[src/rtl/uart_rx_frontend_pkg.sv]
// Shared UART definitions: state encodings, default bit timing and frame length.
// Kept in one package so the planned uart_tx block uses the same constants.
package uart_rx_frontend_pkg;

  typedef enum logic [1:0] {
    UART_ST_IDLE  = 2'd0,
    UART_ST_START = 2'd1,
    UART_ST_DATA  = 2'd2,
    UART_ST_STOP  = 2'd3
  } uart_state_e;

  localparam int UART_DEFAULT_CLKS_PER_BIT = 16;
  localparam int UART_FRAME_BITS           = 10;
  localparam int UART_DATA_BITS            = 8;

endpackage

[src/rtl/uart_rx_frontend_sync.sv]
// Multi-flop synchronizer for asynchronous ui_in lines, with a selectable
// reset value so idle-high lines do not see a spurious edge out of reset.
module sync_ff #(
  parameter int   STAGES    = 2,
  parameter logic RESET_VAL = 1'b1
) (
  input  logic clk,
  input  logic rst,
  input  logic d,
  output logic q
);

  logic [STAGES-1:0] stages;

  always_ff @(posedge clk) begin
    if (rst) begin
      stages <= {STAGES{RESET_VAL}};
    end else begin
      stages <= {stages[STAGES-2:0], d};
    end
  end

  assign q = stages[STAGES-1];

endmodule

[src/rtl/uart_rx_frontend.sv]
// 8N1 serial receiver: synchronizer, bit-timing FSM and a one-entry output
// buffer with framing-error and overrun pulses.
module uart_rx_frontend
  import uart_rx_frontend_pkg::*;
#(
  parameter int CLKS_PER_BIT = UART_DEFAULT_CLKS_PER_BIT,
  parameter int SYNC_STAGES  = 2
) (
  input  logic       clk,
  input  logic       rst,
  input  logic       ena,
  input  logic       rx_i,
  output logic [7:0] data_o,
  output logic       valid_o,
  input  logic       ready_i,
  output logic       frame_err_o,
  output logic       overrun_o,
  output logic       busy_o,
  output logic [1:0] state_dbg
);

  localparam int CW = $clog2(CLKS_PER_BIT);
  localparam logic [CW-1:0] HALF_LAST = CW'(CLKS_PER_BIT / 2 - 1);
  localparam logic [CW-1:0] BIT_LAST  = CW'(CLKS_PER_BIT - 1);
  localparam logic [2:0]    LAST_DATA = 3'(UART_DATA_BITS - 1);

  uart_state_e   state;
  logic [CW-1:0] cyc_cnt;
  logic [2:0]    bit_cnt;
  logic [7:0]    shift;
  logic          rx_s;
  logic          rx_prev;
  logic          byte_done;

  sync_ff #(
    .STAGES    (SYNC_STAGES),
    .RESET_VAL (1'b1)
  ) u_rx_sync (
    .clk (clk),
    .rst (rst),
    .d   (rx_i),
    .q   (rx_s)
  );

  assign state_dbg = state;

  // rx_prev tracks rx_s in every state, so a line held low after a frame
  // cannot look like a new falling edge when the FSM returns to IDLE.
  always_ff @(posedge clk) begin
    if (rst) begin
      state       <= UART_ST_IDLE;
      cyc_cnt     <= '0;
      bit_cnt     <= '0;
      shift       <= '0;
      rx_prev     <= 1'b1;
      byte_done   <= 1'b0;
      frame_err_o <= 1'b0;
      busy_o      <= 1'b0;
    end else begin
      rx_prev     <= rx_s;
      byte_done   <= 1'b0;
      frame_err_o <= 1'b0;
      if (!ena) begin
        state   <= UART_ST_IDLE;
        cyc_cnt <= '0;
        bit_cnt <= '0;
        busy_o  <= 1'b0;
      end else begin
        case (state)
          UART_ST_IDLE: begin
            if (rx_prev && !rx_s) begin
              state   <= UART_ST_START;
              cyc_cnt <= '0;
              busy_o  <= 1'b1;
            end
          end
          UART_ST_START: begin
            if (cyc_cnt == HALF_LAST) begin
              cyc_cnt <= '0;
              if (!rx_s) begin
                state   <= UART_ST_DATA;
                bit_cnt <= '0;
              end else begin
                state  <= UART_ST_IDLE;
                busy_o <= 1'b0;
              end
            end else begin
              cyc_cnt <= cyc_cnt + CW'(1);
            end
          end
          UART_ST_DATA: begin
            if (cyc_cnt == BIT_LAST) begin
              cyc_cnt        <= '0;
              shift[bit_cnt] <= rx_s;
              if (bit_cnt == LAST_DATA) begin
                state   <= UART_ST_STOP;
                bit_cnt <= '0;
              end else begin
                bit_cnt <= bit_cnt + 3'd1;
              end
            end else begin
              cyc_cnt <= cyc_cnt + CW'(1);
            end
          end
          UART_ST_STOP: begin
            if (cyc_cnt == BIT_LAST) begin
              cyc_cnt <= '0;
              state   <= UART_ST_IDLE;
              busy_o  <= 1'b0;
              if (rx_s) begin
                byte_done <= 1'b1;
              end else begin
                frame_err_o <= 1'b1;
              end
            end else begin
              cyc_cnt <= cyc_cnt + CW'(1);
            end
          end
          default: begin
            state   <= UART_ST_IDLE;
            cyc_cnt <= '0;
            busy_o  <= 1'b0;
          end
        endcase
      end
    end
  end

  // Handshake: a byte transfers on any cycle with valid_o & ready_i. valid_o
  // never drops without ready_i, and data_o changes only when a byte loads,
  // which may coincide with a transfer (load-while-consume).
  always_ff @(posedge clk) begin
    if (rst) begin
      data_o    <= 8'h00;
      valid_o   <= 1'b0;
      overrun_o <= 1'b0;
    end else begin
      overrun_o <= 1'b0;
      if (byte_done) begin
        if (!valid_o || ready_i) begin
          data_o  <= shift;
          valid_o <= 1'b1;
        end else begin
          overrun_o <= 1'b1;
        end
      end else if (valid_o && ready_i) begin
        valid_o <= 1'b0;
      end
    end
  end

endmodule

[config.mk]
export PLATFORM = sky130hd
export DESIGN_NAME = uart_rx_frontend
export DESIGN_NICKNAME = d
export VERILOG_FILES = /design/src/rtl/uart_rx_frontend_pkg.sv /design/src/rtl/uart_rx_frontend_sync.sv /design/src/rtl/uart_rx_frontend.sv
export SDC_FILE = /design/constraint.sdc
export NUM_CORES = 1
export LEC_CHECK = 0
export BUFFER_PORTS_ARGS = -buffer_cell sky130_fd_sc_hd__buf_2
export CELL_PAD_IN_SITES_DETAIL_PLACEMENT = 1
export CELL_PAD_IN_SITES_GLOBAL_PLACEMENT = 1
export CORE_MARGIN = 5
export CORE_UTILIZATION = 43
export CTS_CLUSTER_SIZE = 24
export DETAILED_ROUTE_END_ITERATION = 16
export GPL_ROUTABILITY_DRIVEN = 0
export GPL_TIMING_DRIVEN = 0
export PLACE_DENSITY = 0.77
export SLEW_MARGIN = 20
export SYNTH_ARGS = -nofsm -noshare
export SYNTH_HDL_FRONTEND = slang
export SYNTH_SLANG_ARGS = --single-unit
export TNS_END_PERCENT = 100
[constraint.sdc]
create_clock -name clk -period 2.3 [get_ports clk]
set_input_delay 0 -clock clk [delete_from_list [all_inputs] [get_ports clk]]
set_output_delay 0 -clock clk [all_outputs]
set_load 0.02 [all_outputs]
Yosys cells after proc, flatten, opt, wreduce, memory -nomap -nowiden
Cells that the tools add are included.
{"block": "totals", "ff_bits": 33, "inputBits": 5, "output_inout_bits": 14, "elab_cells": 84}
{"block": "classes", "add_sub_neg": 2, "n_lt_le_gt_ge": 2, "eq_ne": 14, "n_mux": 30, "n_bitwise": 4, "reduce_logical": 20}
{"op": "2-to-1 mux 2 bit", "count": 6}
{"op": "2-to-1 mux 3 bit", "count": 4}
{"op": "2-to-1 mux 4 bit", "count": 3}
{"op": "inequality test 2 bit, second input constant", "count": 6}
{"op": "case mux 4 bit (3 select lines)", "count": 1}
{"op": "2-to-1 mux 1 bit", "count": 11}
{"op": "AND reduction 5 bit", "count": 2}
{"op": "bitwise mux 8 bit", "count": 1}
{"op": "case mux 2 bit (4 select lines)", "count": 1}
{"op": "case mux 3 bit (2 select lines)", "count": 1}
{"op": "OR reduction 2 bit", "count": 3}
{"op": "adder 4 x 1 -> 4 bit, second input constant", "count": 1}
{"op": "== test 2 bit, second input constant", "count": 2}
{"op": "== test 4 x 3 -> 1 bit, second input constant", "count": 1}
{"op": "== test 4 bit, second input constant", "count": 1}
{"op": "< comparator 3 x 4 -> 1 bit, second input constant", "count": 1}
{"op": "inequality test 2 x 1 -> 1 bit, second input constant", "count": 2}
{"op": "inverter 1 bit", "count": 4}
{"op": "AND reduction 2 bit", "count": 2}
{"op": "AND reduction 4 bit", "count": 1}
{"op": "nonzero test 2 bit", "count": 2}
{"op": "OR reduction 4 bit", "count": 1}
{"op": "adder 3 x 1 -> 3 bit, second input constant", "count": 1}
{"op": "demux 1 bit (select 3 bit)", "count": 1}
{"op": "other kinds (10)", "count": 13}

Depth between registers and ports, before layout
{"block": "logic_depth", "word_depth": 5, "mapped_depth": 6, "mapped_depth_nobuf": 5}

By module
From an unflattened synthesis, not the netlist that was laid out.
{"block": "hier_totals", "cells_unflattened": 162, "area_unflattened_um2": 1458.9}
{"module": "uart_rx_frontend", "instances": 1, "cells_each": 158, "area_per_inst_um2": 1406.3, "seq_area_each_um2": 620.6}
{"module": "sync_ff", "instances": 1, "cells_each": 4, "area_per_inst_um2": 52.6, "seq_area_each_um2": 40.0}

Worst setup path before layout
OpenSTA, ideal clock, no wires.
{"block": "synth_timing", "path_type": "flip-flop to flip-flop", "start": "register state[0], in the netlist state_dbg[0]", "end": "register bit_cnt[0]", "setup_ns": 0.128, "arrival_time_ns": 1.385, "slack_ns": 0.787, "path_stages_with_launch": 5, "path_cell_list": "dfxtp_1 -> or4b_4 -> a21oi_4 -> mux2i_1 -> nor2_1"}
{"block": "synth_between", "elab_chain_len": 3, "word_cells_on_any_way": 8, "classes_between": "eq/ne: 5; mux: 1; reduce/logical: 2"}
{"item": "from (decl)", "line": "uart_rx_frontend.sv:27", "rtl": "uart_state_e state;"}
{"item": "from (signal assigned)", "line": "uart_rx_frontend.sv:51", "rtl": "state <= UART_ST_IDLE;"}
{"item": "from (signal assigned)", "line": "uart_rx_frontend.sv:64", "rtl": "state <= UART_ST_IDLE;"}
{"item": "from (signal assigned)", "line": "uart_rx_frontend.sv:72", "rtl": "state <= UART_ST_START;"}
{"item": "== test 2 x 1 -> 1 bit or == test 2 bit (tied branches)", "line": "uart_rx_frontend.sv:69", "rtl": "case (state)"}
{"item": "inequality test 2 bit (no source line) or nonzero test 2 bit (tied branches)"}
{"item": "AND reduction 4 bit (no source line)"}
{"item": "to (signal assigned)", "line": "uart_rx_frontend.sv:99", "rtl": "bit_cnt <= bit_cnt + 3'd1;"}
{"item": "to (decl)", "line": "uart_rx_frontend.sv:29", "rtl": "logic [2:0] bit_cnt;"}
Parallel ways exist; a longest one is shown, timed or not.
A chain may end at the register's enable or synchronous reset.

Worst setup path in the final report
{"block": "layout_timing", "start": "register cyc_cnt[0]", "end": "register shift[3]"}
{"block": "layout_between", "elab_chain_len": 2}
{"item": "from (decl)", "line": "uart_rx_frontend.sv:28", "rtl": "logic [CW-1:0] cyc_cnt;"}
{"item": "from (signal assigned)", "line": "uart_rx_frontend.sv:88", "rtl": "cyc_cnt <= cyc_cnt + CW'(1);"}
{"item": "from (signal assigned)", "line": "uart_rx_frontend.sv:102", "rtl": "cyc_cnt <= cyc_cnt + CW'(1);"}
{"item": "from (signal assigned)", "line": "uart_rx_frontend.sv:116", "rtl": "cyc_cnt <= cyc_cnt + CW'(1);"}
{"item": "== test 4 bit", "line": "uart_rx_frontend.sv:92", "rtl": "if (cyc_cnt == BIT_LAST) begin"}
{"item": "AND reduction 3 bit (no source line)"}
{"item": "to (signal, indexed assignment)", "line": "uart_rx_frontend.sv:94", "rtl": "shift[bit_cnt] <= rx_s;"}
{"item": "to (decl)", "line": "uart_rx_frontend.sv:30", "rtl": "logic [7:0] shift;"}
Every way passes these cells.

==> results.md <==
- Status: finished, final reports clean
- Worst path required time: 2.51 ns
- R2R Setup Slk: 0.61 ns
- CTS tree: yes
- Routed Wire Length: 3410 um
- PwrDens: 561 nW/um2
- Min-Delay Path Class: input pin to register
- Peak VDD IR: 302 uV
- Post-route ant nets: 0
- Sequential fraction of the synthesis area: 46.4%
- Worst R2R Path Depth: 6
- Via-to-Cell Ratio: 5.25
- Input/output buffers: 18
- CTS buffer count: 5
- CTS resizes: 0
- Residual DRC count: 0
- Crit path arrival time: 1.90 ns
- Number of synthesized flops with an enable pin: 0
- Combinational power share: 4.2%
- Sequential share of power: 62.1%
- Hold path startpoint: ena
- Overflow left after global routing: 0
- Critical path startpoint category: register
- Area share of the largest cell type after synthesis: 46.4%
- GRT Overall Usage: 17.2%
- Top Ports: 19
- Skew-Pair Late Insertion Delay: 0.34 ns
- Final Hold Slack: 0.0195 ns
- Core ar.: 3280 um2
- Sw Share: 24.1%
- TritonCTS Sinks: 33
- H-tree depth: 2
- Die width: 67.6 um
- Setup TNS: 0 ns
- Tmin final: 1.69 ns
- Setup bufs post-CTS: 0
- Net Count, Synth: 165
- First-pass GRT wire length: 5780 um
- Post-DP HPWL: 2470 um
- Clock Path Buffers: 2
- Synth area leader: dfxtp_1
- Fmax: 590 MHz
- Sw power: 224 uW
- Total power: 928 uW
- Clock slew at reported path FFs: 0.11 ns
- Tcrit/Tclk final: 73.7%
- Distinct cell type count after synthesis: 35
- TritonRoute pass-1 iters: 4
- DRT iter0 DRCs: 65
- Primary FF master, synth: dfxtp_1
- Total number of vias: 1218
- Die area: 4570 um2
- P&R area growth vs syn: 16.1%
- Final Non-Filler Cells: 232
- Most frequent cell after synthesis: dfxtp_1
- Wirelength per Cell: 14.7 um
- Site Rows: 21
- Synth Cell Area: 1430 um2
- CTS Root Buffer Type: clkbuf_4
- Initial antenna violation count: 0
- Max FO, Critical Path: 9
- Starting Density: 43.4%
- Ys Warns: 0
- Setup violations, final: 0
- Vias in the first global route: 1253
- Ant diodes: 0
- Worst Hold End: state_dbg[0]$_SDFFE_PP0P_
- Clock share of power: 33.7%
- Top cells by area, synth: dfxtp_1 46%, mux2i_1 12%, nor2_1 6.3%, a21oi_1 3.5%, nand3_1 2.8%
- Async SR Flop Fraction: 0%
- Placed cell area: 1570 um2
- Final hold violations: 0
- WS Path Type: register to register
- Final Net Count: 193
- Die height: 67.6 um
- Final Skew: 0.0151 ns
- Min-Delay Path Depth: 3
- Syn_area_per_cell: 9.08 um2
- Pleak: 0.000767 uW
- Reg2Reg Capture Point: shift[3]$_SDFFE_PP0P_
- Post-synth top cells: 33 x dfxtp_1, 24 x nor2_1, 17 x mux2i_1
- CP endpoint kind: register
- Unrepaired setup endpoints after global routing: no
- Int Pwr: 705 uW
- Dpl cells: 221
- Slew Limit Fails: 0
- Layout cells sized above 1: 18.8%
- Worst slew pin tran: 0.582 ns
- Worst slew margin: 61.2%
- Crit. Startpoint: cyc_cnt[0]$_SDFFE_PP0P_
- Pin count of the biggest net entering global routing: 11
- Final Cell Area: 1650 um2
- Reg2Reg Launch Point: cyc_cnt[0]$_SDFFE_PP0P_
- #FFs+latches synth: 33
- Max-cap viol count: 0
- Post-Syn Instances: 157
## power by group through the flow
stage | sequential, uW | clock (uW) | combinational [uW]
6_report | 576 | 313 | 38.8
2_1_floorplan | 590 | 0 | 20.5
3_3_place_gp | 589 | 0 | 33.3
4_1_cts | 576 | 323 | 38.9
3_5_place_dp | 589 | 0 | 34.6
5_1_grt | 577 | 345 | 43.6
## layout make-up
| type | count | area [um2] |
|---|---|---|
| clock buffer | 6 | 41.3 |
| tap | 46 | 57.6 |
| inverter | 6 | 22.5 |
| clock inverter | 2 | 10.0 |
| multi-input combinational | 110 | 707 |
| sequential | 33 | 661 |
| timing repair buffer | 21 | 120 |
| fill | 412 | 1630 |
| buffer | 8 | 35.0 |
## through the flow
| stage | utilization (%) | setup slack [ns] |
|---|---|---|
| finish | 50.4 | 0.606 |
| global placement | 47.9 | 0.755 |
| CTS | 50.4 | 0.634 |
| global route | 50.4 | 0.482 |
| detailed placement | 47.9 | 0.679 |
| floorplan | - | 0.787 |
## worst max-delay path, cell delays in order, from the launching register on
cell and delay (ns):
dfxtp_1 0.42, ha_1 0.32, and4_1 0.23, buf_2 0.20, nand4_1 0.15, mux2i_1 0.18, nor2_1 0.06
## sequential cells by signal (all words and copies together) (netlist names), named ones only
| name | cells |
|---|---|
| bit_cnt | 3 |
| busy_o | 1 |
| byte_done | 1 |
| cyc_cnt | 4 |
| data_o | 8 |
| frame_err_o | 1 |
| overrun_o | 1 |
| rx_prev | 1 |
| shift | 8 |
| state_dbg | 1 |
| u_rx_sync.stages | 2 |
| valid_o | 1 |
## how the worst max path moves through the flow
stage / to / slack, ns / cells after the start
4_1_cts: shift[1]$_SDFFE_PP0P_ / 0.63 / 6
5_1_grt: shift[6]$_SDFFE_PP0P_ / 0.48 / 6
3_3_place_gp: shift[2]$_SDFFE_PP0P_ / 0.76 / 6
6_report: shift[3]$_SDFFE_PP0P_ / 0.61 / 6
2_1_floorplan: bit_cnt[0]$_SDFFE_PP0P_ / 0.79 / 4
3_5_place_dp: shift[6]$_SDFFE_PP0P_ / 0.68 / 6
## timing repair
item / CTS / global route
hold endpoints to repair: 3 / 0
hold buffers: 3 / 0
endpoints found under the setup margin: 0 / 0
## cell families after synthesis
family	synth area share [%]
AND/OR/NAND/NOR	26.1
flip-flops	46.4
AO/OA/AOI/OAI	8.96
multiplexers	11.9
buffers and inverters	4.04
adder cells (fa/ha/maj)	2.63
## placed cells by master (no fill, tap or decap), types with 2 or more instances in the layout
master,count
o21ai_1,2
clkinv_2,2
dfxtp_1,33
nand4_1,6
nand3_1,8
nor4_1,3
nor3_1,3
clkbuf_4,5
or2_2,3
or3_1,2
nand2_1,4
a21oi_1,10
dlygate4sd3_1,3
inv_1,6
nor2_1,24
buf_2,22
nand2b_1,4
nor2b_1,4
ha_1,3
clkbuf_1,5
mux2i_1,17
## routing by layer
metal  GRT usage [%]  vias up  share of wire (%)  wire (um)
met2            30.0       20                 52       1760
met4            8.10        0                2.1         73
met3            5.32        8                4.1        140
met5               0        -                  0          0
met1            18.8      584                 42       1440
li1                -      606                  -          -
Note: power is estimated with default switching activity, not from simulation.
